$ cat src/rtl/button_event_pkg.sv
// Shared constants, status/command bit positions and debounce state type
// for the push-button event capture block.
package button_event_pkg;

  localparam int NUM_BUTTONS = 4;

  localparam int LVL_LSB  = 0;
  localparam int FLAG_LSB = 4;
  localparam int CNT_LSB  = 8;
  localparam int REL_LSB  = 24;
  localparam int ACK_BIT  = 31;

  localparam int CMD_CLRCNT_BIT = 4;
  localparam int CMD_SEQ_BIT    = 31;

  typedef enum logic {
    STABLE  = 1'b0,
    PENDING = 1'b1
  } debounce_state_e;

endpackage

$ cat src/rtl/button_debouncer.sv
// One button: synchronizer (resets to released), debounce FSM with stability
// counter, and one-cycle press/release pulses coincident with the level flip.
module button_debouncer
  import button_event_pkg::*;
#(
  parameter int DEBOUNCE_CYCLES = 50000,
  parameter int SYNC_STAGES     = 2
) (
  input  logic clk,
  input  logic reset,
  input  logic key_n,
  output logic level,
  output logic press_pulse,
  output logic release_pulse
);

  localparam int CNT_W = $clog2(DEBOUNCE_CYCLES);
  localparam logic [CNT_W-1:0] CNT_MAX = CNT_W'(DEBOUNCE_CYCLES - 1);

  logic [SYNC_STAGES-1:0] sync_q;
  logic                   synced;
  logic [CNT_W-1:0]       cnt;
  debounce_state_e        state;
  logic                   flip;

  assign synced = ~sync_q[SYNC_STAGES-1];

  // The pulses fire in the cycle before the flip edge so that flag/counter
  // updates in the top land on the same edge as the new level.
  assign flip          = (state == PENDING) && (synced != level) && (cnt == CNT_MAX);
  assign press_pulse   = flip && !level;
  assign release_pulse = flip && level;

  always_ff @(posedge clk) begin
    if (reset) begin
      sync_q <= '1;
      state  <= STABLE;
      cnt    <= '0;
      level  <= 1'b0;
    end else begin
      sync_q <= {sync_q[SYNC_STAGES-2:0], key_n};
      case (state)
        STABLE: begin
          if (synced != level) begin
            state <= PENDING;
            cnt   <= CNT_W'(1);
          end else begin
            cnt <= '0;
          end
        end
        PENDING: begin
          if (synced == level) begin
            state <= STABLE;
            cnt   <= '0;
          end else if (cnt == CNT_MAX) begin
            level <= ~level;
            state <= STABLE;
            cnt   <= '0;
          end else begin
            cnt <= cnt + CNT_W'(1);
          end
        end
        default: begin
          state <= STABLE;
          cnt   <= '0;
        end
      endcase
    end
  end

endmodule

$ cat src/rtl/button_event_capture.sv
// Debounced KEY levels, sticky press flags and press counters packed into the
// push-button status word; host clears them via a toggle-sequenced command.
// Optional release flags: define BUTTON_RELEASE_EVENT_EN.
module button_event_capture
  import button_event_pkg::*;
#(
  parameter int DEBOUNCE_CYCLES = 50000,
  parameter int SYNC_STAGES     = 2
) (
  input  logic        clk,
  input  logic        reset,
  input  logic [3:0]  key_n,
  input  logic [31:0] cmd_word,
  output logic [31:0] status_word
);

  // Command handshake: a command is pending whenever cmd_word[31] differs
  // from ack; it is executed on that edge and ack takes the new sequence bit,
  // so each host toggle is consumed exactly once.

  logic [NUM_BUTTONS-1:0]   level;
  logic [NUM_BUTTONS-1:0]   press_pulse;
  logic [NUM_BUTTONS-1:0]   release_pulse;
  logic [NUM_BUTTONS-1:0]   flags;
  logic [NUM_BUTTONS*4-1:0] counts;
  logic [NUM_BUTTONS-1:0]   rel_flags;
  logic                     ack;

  logic                     cmd_pending;
  logic [NUM_BUTTONS-1:0]   clr_mask;
  logic                     clr_cnt;
  logic                     unused_cmd_bits;

  for (genvar i = 0; i < NUM_BUTTONS; i++) begin : g_btn
    button_debouncer #(
      .DEBOUNCE_CYCLES(DEBOUNCE_CYCLES),
      .SYNC_STAGES    (SYNC_STAGES)
    ) u_debouncer (
      .clk          (clk),
      .reset        (reset),
      .key_n        (key_n[i]),
      .level        (level[i]),
      .press_pulse  (press_pulse[i]),
      .release_pulse(release_pulse[i])
    );
  end

  assign cmd_pending     = cmd_word[CMD_SEQ_BIT] != ack;
  assign clr_mask        = cmd_pending ? cmd_word[NUM_BUTTONS-1:0] : '0;
  assign clr_cnt         = cmd_pending && cmd_word[CMD_CLRCNT_BIT];
  assign unused_cmd_bits = ^cmd_word[30:5];

  // Clear is applied first and the press on top of it, so set wins.
  always_ff @(posedge clk) begin
    if (reset) begin
      flags  <= '0;
      counts <= '0;
      ack    <= 1'b0;
    end else begin
      if (cmd_pending) ack <= cmd_word[CMD_SEQ_BIT];
      flags <= (flags & ~clr_mask) | press_pulse;
      for (int i = 0; i < NUM_BUTTONS; i++) begin
        counts[4*i +: 4] <= (clr_cnt ? 4'd0 : counts[4*i +: 4]) + {3'b000, press_pulse[i]};
      end
    end
  end

`ifdef BUTTON_RELEASE_EVENT_EN
  always_ff @(posedge clk) begin
    if (reset) begin
      rel_flags <= '0;
    end else begin
      rel_flags <= (rel_flags & ~clr_mask) | release_pulse;
    end
  end
`else
  logic unused_release;
  assign unused_release = |release_pulse;
  assign rel_flags      = '0;
`endif

  always_comb begin
    status_word                            = '0;
    status_word[LVL_LSB  +: NUM_BUTTONS]   = level;
    status_word[FLAG_LSB +: NUM_BUTTONS]   = flags;
    status_word[CNT_LSB  +: NUM_BUTTONS*4] = counts;
    status_word[REL_LSB  +: NUM_BUTTONS]   = rel_flags;
    status_word[ACK_BIT]                   = ack;
  end

endmodule

$ cat config.mk
export PLATFORM = sky130hd
export DESIGN_NAME = button_event_capture
export DESIGN_NICKNAME = d
export VERILOG_FILES = /design/src/rtl/button_event_pkg.sv /design/src/rtl/button_debouncer.sv /design/src/rtl/button_event_capture.sv
export SDC_FILE = /design/constraint.sdc
export NUM_CORES = 1
export LEC_CHECK = 0
export CORE_MARGIN = 3
export CORE_UTILIZATION = 35
export DETAILED_ROUTE_END_ITERATION = 8
export DONT_BUFFER_PORTS = 1
export REMOVE_ABC_BUFFERS = 1
export SETUP_SLACK_MARGIN = 0.05
export SLEW_MARGIN = 20
export SYNTH_ARGS = -nofsm -noshare
export SYNTH_HDL_FRONTEND = slang
export SYNTH_SLANG_ARGS = --single-unit
$ cat constraint.sdc
create_clock -name clk -period 1.89 [get_ports clk]
set_clock_uncertainty 0.15 [all_clocks]
set_input_delay 0.189 -clock clk [delete_from_list [all_inputs] [get_ports clk]]
set_output_delay 0.189 -clock clk [all_outputs]
set_load 0.02 [all_outputs]
## After elaboration in Yosys (flattened, before gate mapping)

Index checks and enable logic that the tools add are counted.

- Add/subtract/negate cells: 8
- Equal/unequal tests: 13
- Muxes and demuxes: 37
- Bitwise operators: 19
- Reductions and logical operators: 21

Operators by type and width:

| cell | count |
|---|---|
| $mux W16 | 8 |
| $pmux W16 S2 | 4 |
| $add A16 B1 Y16 const B | 4 |
| $eq A16 B16 Y1 const B | 4 |
| $mux W4 | 5 |
| $add A4 B1 Y4 | 4 |
| $mux W1 | 16 |
| $not A1 Y1 | 16 |
| $logic_and A1 B1 Y1 | 13 |
| $reduce_and A3 Y1 | 4 |
| $pmux W1 S2 | 4 |
| $ne A1 B1 Y1 | 5 |
| $and A4 B4 Y4 | 1 |
| $eq A1 B1 Y1 | 4 |
| $logic_not A1 Y1 | 4 |
| $not A4 Y4 | 1 |
| $or A4 B4 Y4 | 1 |

- Bits in registers: 101
- Output and inout bits: 32

## Logic depth before layout (Yosys ltp)

Gate-level depths: netlist of run 1.

- Depth in word-level cells: 6
- Depth in mapped cells: 8
- Mapped depth without buffers: 8

## Modules after synthesis

Synthesis of run 1 repeated with hierarchy kept, for this count alone.

- Cell total of the unflattened synthesis: 502
- Area total of the unflattened synthesis: 4,834.6 sq um

By module, submodules not included:

| module | times used | cells each | area an instance (sq um) |
|---|---|---|---|
| button_debouncer | 4 | 98 | 945.9 |
| button_event_capture | 1 | 110 | 1,051.0 |

## Worst setup path after synthesis of run 1

OpenSTA, ideal clock, no wires.

- Path kind: register to register
- From: register g_btn[1].u_debouncer.cnt[10]
- To: register counts[5]
- Arrival time: 1.794 ns
- Data required time: 1.612 ns
- Setup slack: -0.182 ns
- Cell stages (with the launch flop): 7
- Path buffers: 0
- Period minus slack after synthesis: 2.072 ns
- Cells stage by stage: dfxtp_1 or4_1 nor4_4 and3_1 ha_1 ha_1 nor2b_1

- Longest elaborated chain between the ends: 4

RTL lines:

| element | line | source |
|---|---|---|
| start, declared | button_debouncer.sv:22 | `logic [CNT_W-1:0] cnt;` |
| start signal, assigned | button_debouncer.sv:60 | `cnt <= cnt + CNT_W'(1);` |
| $eq A16 B16 Y1 | button_debouncer.sv:30 | `assign flip = (state == PENDING) && (synced != level) && (cnt == CNT_MAX);` |
| $logic_and A1 B1 Y1 | button_debouncer.sv:30 |  |
| $logic_and A1 B1 Y1 | button_debouncer.sv:31 | `assign press_pulse = flip && !level;` |
| $add A4 B1 Y4 | button_event_capture.sv:63 | `counts[4*i +: 4] <= (clr_cnt ? 4'd0 : counts[4*i +: 4]) + {3'b000, press_pulse[i]};` |
| end signal, assigned by index | button_event_capture.sv:63 |  |
| end, declared | button_event_capture.sv:25 | `logic [NUM_BUTTONS*4-1:0] counts;` |

Every way passes these cells.
A chain may end at the register's enable or synchronous reset.

## Worst setup path after layout of run 1

- From: register g_btn[1].u_debouncer.cnt[10]
- To: register counts[7]

Same word-level chain as after synthesis.

==> results of run 1 <==
-- registers in the layout (all words and copies together), names as in the netlist --
register                  flops
g_btn.u_debouncer.sync_q      8
ack                           1
g_btn.u_debouncer.level       4
counts                       16
flags                         4
g_btn.u_debouncer.state       4
g_btn.u_debouncer.cnt        64
-- cell usage after synthesis (2+ instances only) --
cell,count
a21boi_0,11
a21oi_1,6
and2_1,12
and3_1,7
and4_1,4
and4_2,2
buf_2,3
buf_4,12
clkbuf_1,6
dfxtp_1,101
ha_1,12
inv_1,14
nand2_1,18
nand3_1,31
nand4_1,20
nor2_1,74
nor2b_1,9
nor3_1,19
nor4_1,12
nor4b_1,4
nor4bb_1,4
o21a_1,4
or2_2,11
xnor2_1,43
xor2_1,24
-- layout by cell type (no fill, tap or decap), drive strengths merged, types with 3 or more instances in the layout --
| master | synthesis | layout |
|---|---|---|
| nor2b | 9 | 9 |
| conb | 1 | 7 |
| inv | 14 | 14 |
| a21boi | 11 | 11 |
| nor3 | 19 | 19 |
| o21a | 4 | 4 |
| nor2 | 74 | 74 |
| dlygate4sd3 | 0 | 11 |
| buf | 16 | 104 |
| nand4 | 21 | 21 |
| nand2 | 18 | 18 |
| nand3 | 31 | 31 |
| a21oi | 6 | 6 |
| or2 | 11 | 11 |
| nor4 | 13 | 13 |
| xor2 | 24 | 24 |
| and3 | 8 | 8 |
| nor4b | 4 | 4 |
| ha | 12 | 12 |
| xnor2 | 43 | 43 |
| and2 | 12 | 12 |
| and4 | 6 | 6 |
| nor4bb | 4 | 4 |
| dfxtp | 101 | 101 |
| clkbuf | 6 | 10 |
| bufinv | 0 | 3 |
-- power breakdown --
group          leakage, nW  switching (W)  total, W  internal (W)
combinational         1.17      0.0000654  0.000109     0.0000432
sequential           0.824     0.00000807   0.00215       0.00214
clock                0.162       0.000770   0.00205       0.00128
-- worst max path at each step --
stage,startpoint,to,cells past startpoint
2_1_floorplan,g_btn[1].u_debouncer.cnt[10]$_SDFF_PP0_,counts[5]$_SDFF_PP0_,6
3_3_place_gp,g_btn[2].u_debouncer.cnt[9]$_SDFF_PP0_,counts[9]$_SDFF_PP0_,7
3_5_place_dp,g_btn[2].u_debouncer.cnt[9]$_SDFF_PP0_,counts[9]$_SDFF_PP0_,7
4_1_cts,g_btn[0].u_debouncer.cnt[13]$_SDFF_PP0_,counts[3]$_SDFF_PP0_,9
5_1_grt,g_btn[2].u_debouncer.cnt[12]$_SDFF_PP0_,counts[11]$_SDFF_PP0_,8
6_report,g_btn[1].u_debouncer.cnt[10]$_SDFF_PP0_,counts[7]$_SDFF_PP0_,7
-- cell families (layout without fill, tap and decap cells) --
kind of cell | after synthesis | after routing
xor+xnor | 67 | 67
fa+ha+maj | 12 | 12
simple gates | 239 | 239
flops | 101 | 101
buf+inv | 36 | 144
other cells | 1 | 7
compound gates | 25 | 26
-- per-stage QoR --
stage	hold WS [ns]	instance area, µm²	TNS, ns	total power [W]
global placement	0.1163	5204	-1.551	0.002264
CTS	0.002001	5957	-0.8402	0.004348
floorplan	0.1081	4303	-1.094	0.002237
finish	0.01327	6126	-0.4740	0.004308
detailed placement	0.1201	5204	-2.025	0.002265
global route	0.02477	6126	-1.614	0.004436
-- critical path, delay by kind of cell, from the launching register on --
family        cells  cell delay (ns)
xor+xnor          1             0.15
simple gates      5             1.16
fa+ha+maj         1             0.16
flops             1             0.32
-- layout make-up --
type | count | area (µm²) | share of cell area, %
Sequential cell | 101 | 2042 | 33.33
Multi-Input combinational cell | 351 | 2589 | 42.26
Tap cell | 168 | 210.2 | 3.431
Inverter | 14 | 52.55 | 0.8578
Clock inverter | 5 | 100.1 | 1.634
Timing Repair Buffer | 115 | 903.4 | 14.75
Clock buffer | 10 | 229.0 | 3.738
-- repair_timing --
item	in CTS	in global routing
setup endpoints to repair	16	26
pin swaps	8	12
setup buffers	8	4
resized for setup	42	27
hold buffers	12	0
hold endpoints to repair	38	0
gates cloned	0	1
-- routing by layer --
metal  track usage [%]  routed length [µm]
met3             4.067                 429
met2             26.26                5333
met5                 0                   0
met4             4.615                 188
met1             17.31                4531
==> flow_summary.json, run 1 <==
{
  "dp_hpwl_mm": 6.993,
  "detail_route.wl_per_cell_um": 13.72,
  "grt.overflow.total": 0,
  "reg2regPathDepth": 7,
  "synth_fa_ha_area_share_pct": 3.398,
  "holdCritStartpoint": "cmd_word[4]",
  "synth_async_sr_flop_share_pct": 0,
  "areaGrowthSynthToFinish_pct": 38.62,
  "status": "complete, but fails checks",
  "r2r_setup_slack_ns": -0.12,
  "rsz0062_at_grt": "yes",
  "netlist.area_leader.share_pct": 45.75,
  "fin_util_pct": 50.37,
  "cp_max_fo": 2,
  "min_to": "counts[6]$_SDFF_PP0_",
  "criticalPathCategory": "reg2reg",
  "fp-row-count": 40,
  "route.detailed.drc": 0,
  "num_io_pins": 70,
  "worst_slack_ns": -0.1218,
  "cts.clk_slew.worst_paths_ns": 0.07,
  "synth_xor_xnor_area_share_pct": 13.28,
  "vias_per_cell": 4.839,
  "drt-total-wl_mm": 10.48,
  "violations": "setup timing",
  "path_cells": "or4_4, nor4_4, and3_4, ha_4, nand3_2, xor2_1, nor3_1",
  "synth_top_family_by_area": "simple AND/OR/NAND/NOR gates",
  "power_density_nw_per_um2": 703.3,
  "place_inst": 725,
  "clockBufferDepth": 2,
  "timing.final.crit_share_pct": 106.4,
  "root_buffer": "clkbuf_16",
  "syn-cell-area_um2": 4419,
  "hold_class": "in2reg",
  "dr.pass1.iters": 4,
  "r2r-end": "counts[7]$_SDFF_PP0_",
  "pre_cts_slack_ns": -0.2187,
  "arrival_ns": 2.12,
  "cts_sinks": 101,
  "gp_congestion": 0.8178,
  "power.leakage_nw": 2.160,
  "yosys_warnings": 0,
  "synth_mux_area_share_pct": 0,
  "start_util_pct": 36.34,
  "ys_types": 43,
  "slowest_delay_ns": 0.53,
  "num_vias": 3697,
  "die_w_um": 118.4,
  "fill_cells": 1069,
  "ys_top_cells_by_area": "dfxtp_1 46%, xnor2_1 8.5%, nor2_1 6.3%, xor2_1 4.8%, nand3_1 3.5%",
  "htreeDepth": 3,
  "grt_pass1_wl_mm": 16.99,
  "ir_worst_vdd_mv": 0.5914,
  "cp-end-kind": "register",
  "crit_required_ns": 2.00,
  "diodes": 0,
  "synth_flop_cell": "dfxtp_1",
  "drtAntennaViolNets": 0,
  "port_buffers": 0,
  "yosysSeqAreaShare_pct": 45.75,
  "yosys.area_share.simple_pct": 29.08,
  "fin_nets": 642,
  "core_area_um2": 12160,
  "startpoint_type": "register",
  "fmax_ghz": 0.4971,
  "period_needed_ns": 2.012,
  "r2r-start": "g_btn[1].u_debouncer.cnt[10]$_SDFF_PP0_",
  "antenna_found_initial": 0,
  "grt_start_max_net_pins": 35,
  "grtUsageTotal_pct": 14.82,
  "synth_compound_area_share_pct": 4.077,
  "syn_inst": 481,
  "dieArea_um2": 14010,
  "timing.max_cap.violations": 0,
  "die_h_um": 118.4,
  "min_path_cells": 3,
  "drt_iter0_drc": 121,
  "grt_pass1_vias": 3701,
  "numCtsBuffers": 9,
  "syn_avg_cell_area_um2": 9.188,
  "fin_cells": 764,
  "yosysTopAreaCell": "dfxtp_1",
  "finalHoldViolCount": 0,
  "synth_edf_count": 0,
  "cpMaxStageDelayCell": "or4_4",
  "drive_gt1_share_pct": 32.21,
  "slew_viol_final": 0,
  "cts_tree": "done",
  "ys_seq_elements": 101,
  "setup_viol_count_final": 8,
  "clkLatencyLatePin_ns": 0.34
}
(Power assumes the default switching activity.)
==> run 2: changes to the inputs <==
TNS_END_PERCENT = 10   (was default)
==> run 2 against run 1 <==
  * The run ends with hold timing, setup timing left
  * Via count shrank 1.7%
  * Routed wire length decreased by 4.8%
  * Global-route usage down 0.68 points
  * Setup slack got worse by 0.0038 ns
  * Register-to-register slack about the same
  * Largest power group unchanged
==> flow_summary.json, run 2 (same netlist as run 1, synthesis figures left out) <==
{
  "fmax_ghz": 0.4961,
  "cp-startpoint": "g_btn[1].u_debouncer.cnt[10]$_SDFF_PP0_",
  "ir_worst_vdd_mv": 0.5907,
  "arrival_ns": 2.13,
  "timing.final.crit_share_pct": 106.6,
  "drt-total-wl_mm": 9.984,
  "cts_sinks": 101,
  "worst_slack_ns": -0.1256,
  "port_buffers": 0,
  "cp_num_buf_inv": 0,
  "cpMaxStageDelayCell": "or4_4",
  "dr.pass1.iters": 4,
  "num_io_pins": 70,
  "antenna_found_initial": 0,
  "hold_class": "in2reg",
  "grt_start_max_net_pins": 36,
  "dp_hpwl_mm": 6.993,
  "slowest_delay_ns": 0.54,
  "cp_max_fo": 2,
  "drive_gt1_share_pct": 26.55,
  "power_density_nw_per_um2": 719.3,
  "slew_viol_final": 0,
  "path_cells": "or4_4, nor4_4, and3_4, ha_1, nand3_1, xor2_1, nor3_1",
  "power.leakage_nw": 2.144,
  "cp-end-kind": "register",
  "root_buffer": "clkbuf_16",
  "reg_top3": "g_btn.u_debouncer.cnt (64), counts (16), g_btn.u_debouncer.sync_q (8)",
  "numCtsBuffers": 9,
  "cts.clk_slew.worst_paths_ns": 0.07,
  "die_w_um": 118.4,
  "fin_nets": 641,
  "detail_route.wl_per_cell_um": 13.09,
  "crit_required_ns": 2.00,
  "holdCritStartpoint": "cmd_word[4]",
  "num_vias": 3633,
  "holdWs_ns": -0.01525,
  "rsz0062_at_grt": "yes",
  "status": "complete, but fails checks",
  "clockBufferDepth": 2,
  "dieArea_um2": 14010,
  "areaGrowthSynthToFinish_pct": 35.45,
  "clkLatencyLatePin_ns": 0.34,
  "criticalPathCategory": "reg2reg",
  "grt_pass1_vias": 3564,
  "setup_viol_count_final": 11,
  "start_util_pct": 36.34,
  "gp_congestion": 0.8178,
  "fin_total_pwr_w": 0.004306,
  "drtAntennaViolNets": 0,
  "r2r-start": "g_btn[1].u_debouncer.cnt[10]$_SDFF_PP0_",
  "die_h_um": 118.4,
  "cp_top_family": "simple AND/OR/NAND/NOR gates",
  "core_area_um2": 12160,
  "vias_per_cell": 4.761,
  "htreeDepth": 3,
  "route.detailed.drc": 0,
  "finalHoldViolCount": 2,
  "period_needed_ns": 2.016,
  "fp-row-count": 40,
  "violations": "hold timing, setup timing",
  "startpoint_type": "register",
  "largest_register_ffs": 64,
  "grt.overflow.total": 0,
  "timing.max_cap.violations": 0,
  "mostFrequentLayoutCells": "94 x dfxtp_1, 94 x buf_4, 74 x nor2_1",
  "largest-register": "g_btn.u_debouncer.cnt",
  "diodes": 0,
  "cts_tree": "done",
  "grt_pass1_wl_mm": 16.17,
  "grtUsageTotal_pct": 14.14,
  "drt_iter0_drc": 106
}
-- run 2: worst paths after layout --
kind / to / slack (ns) / cells after the start
min: counts[14]$_SDFF_PP0_ / -0.02 / 3
max: counts[7]$_SDFF_PP0_ / -0.13 / 7
min reg2reg: g_btn[0].u_debouncer.cnt[0]$_SDFF_PP0_ / 0.33 / 1
max reg2reg: counts[7]$_SDFF_PP0_ / -0.13 / 7
-- run 2: timing repair --
action                     in CTS  in global routing
hold endpoints to repair       38                 23
hold buffers                   19                  2
setup endpoints to repair      16                 21
pin swaps                       2                  6
buffers inserted                0                  2
resized for setup              19                 22
-- run 2: worst reg2reg max path, stage by stage, from the launching register on --
cell and delay [ns]:
dfxtp_1 0.31, or4_4 0.54, nor4_4 0.17, and3_4 0.23, ha_1 0.17, nand3_1 0.08
xor2_1 0.15, nor3_1 0.14
-- run 2: routing by layer --
metal | part of all wire, % | wire, µm | up-vias | track usage [%]
li1 | - | - | 1842 | -
met1 | 45 | 4490 | 1720 | 16.53
met2 | 50 | 4959 | 57 | 24.83
met3 | 3.7 | 368 | 14 | 3.971
met4 | 1.7 | 166 | 0 | 4.689
met5 | 0 | 0 | - | 0
-- run 2: per-stage QoR --
stage          worst slack [ns]  instance area [µm²]  setup TNS [ns]  std cells  utilization, %
2_1_floorplan           -0.1673                 4303          -1.094        465               -
3_3_place_gp            -0.1836                 5204          -1.551        725           42.79
3_5_place_dp            -0.2187                 5204          -2.025        725           42.79
4_1_cts                 -0.1657                 5821          -1.147        759           47.86
5_1_grt                 -0.2602                 5986          -2.007        763           49.22
6_report                -0.1256                 5986         -0.6504        763           49.22
-- run 2: power by group --
| part | switching (W) | internal [W] | total (W) |
|---|---|---|---|
| logic | 0.0000593 | 0.0000524 | 0.000112 |
| clock network | 0.000764 | 0.00128 | 0.00205 |
| registers | 0.00000790 | 0.00214 | 0.00215 |
-- run 2: layout make-up --
class	instances	area (µm²)
multi-input cells	350	2435
repair buffers	115	925.9
inverters	14	52.55
well taps	168	210.2
flip-flops and latches	101	2033
fillers	1106	6176
clock inverters	5	100.1
clock buffers	10	229.0
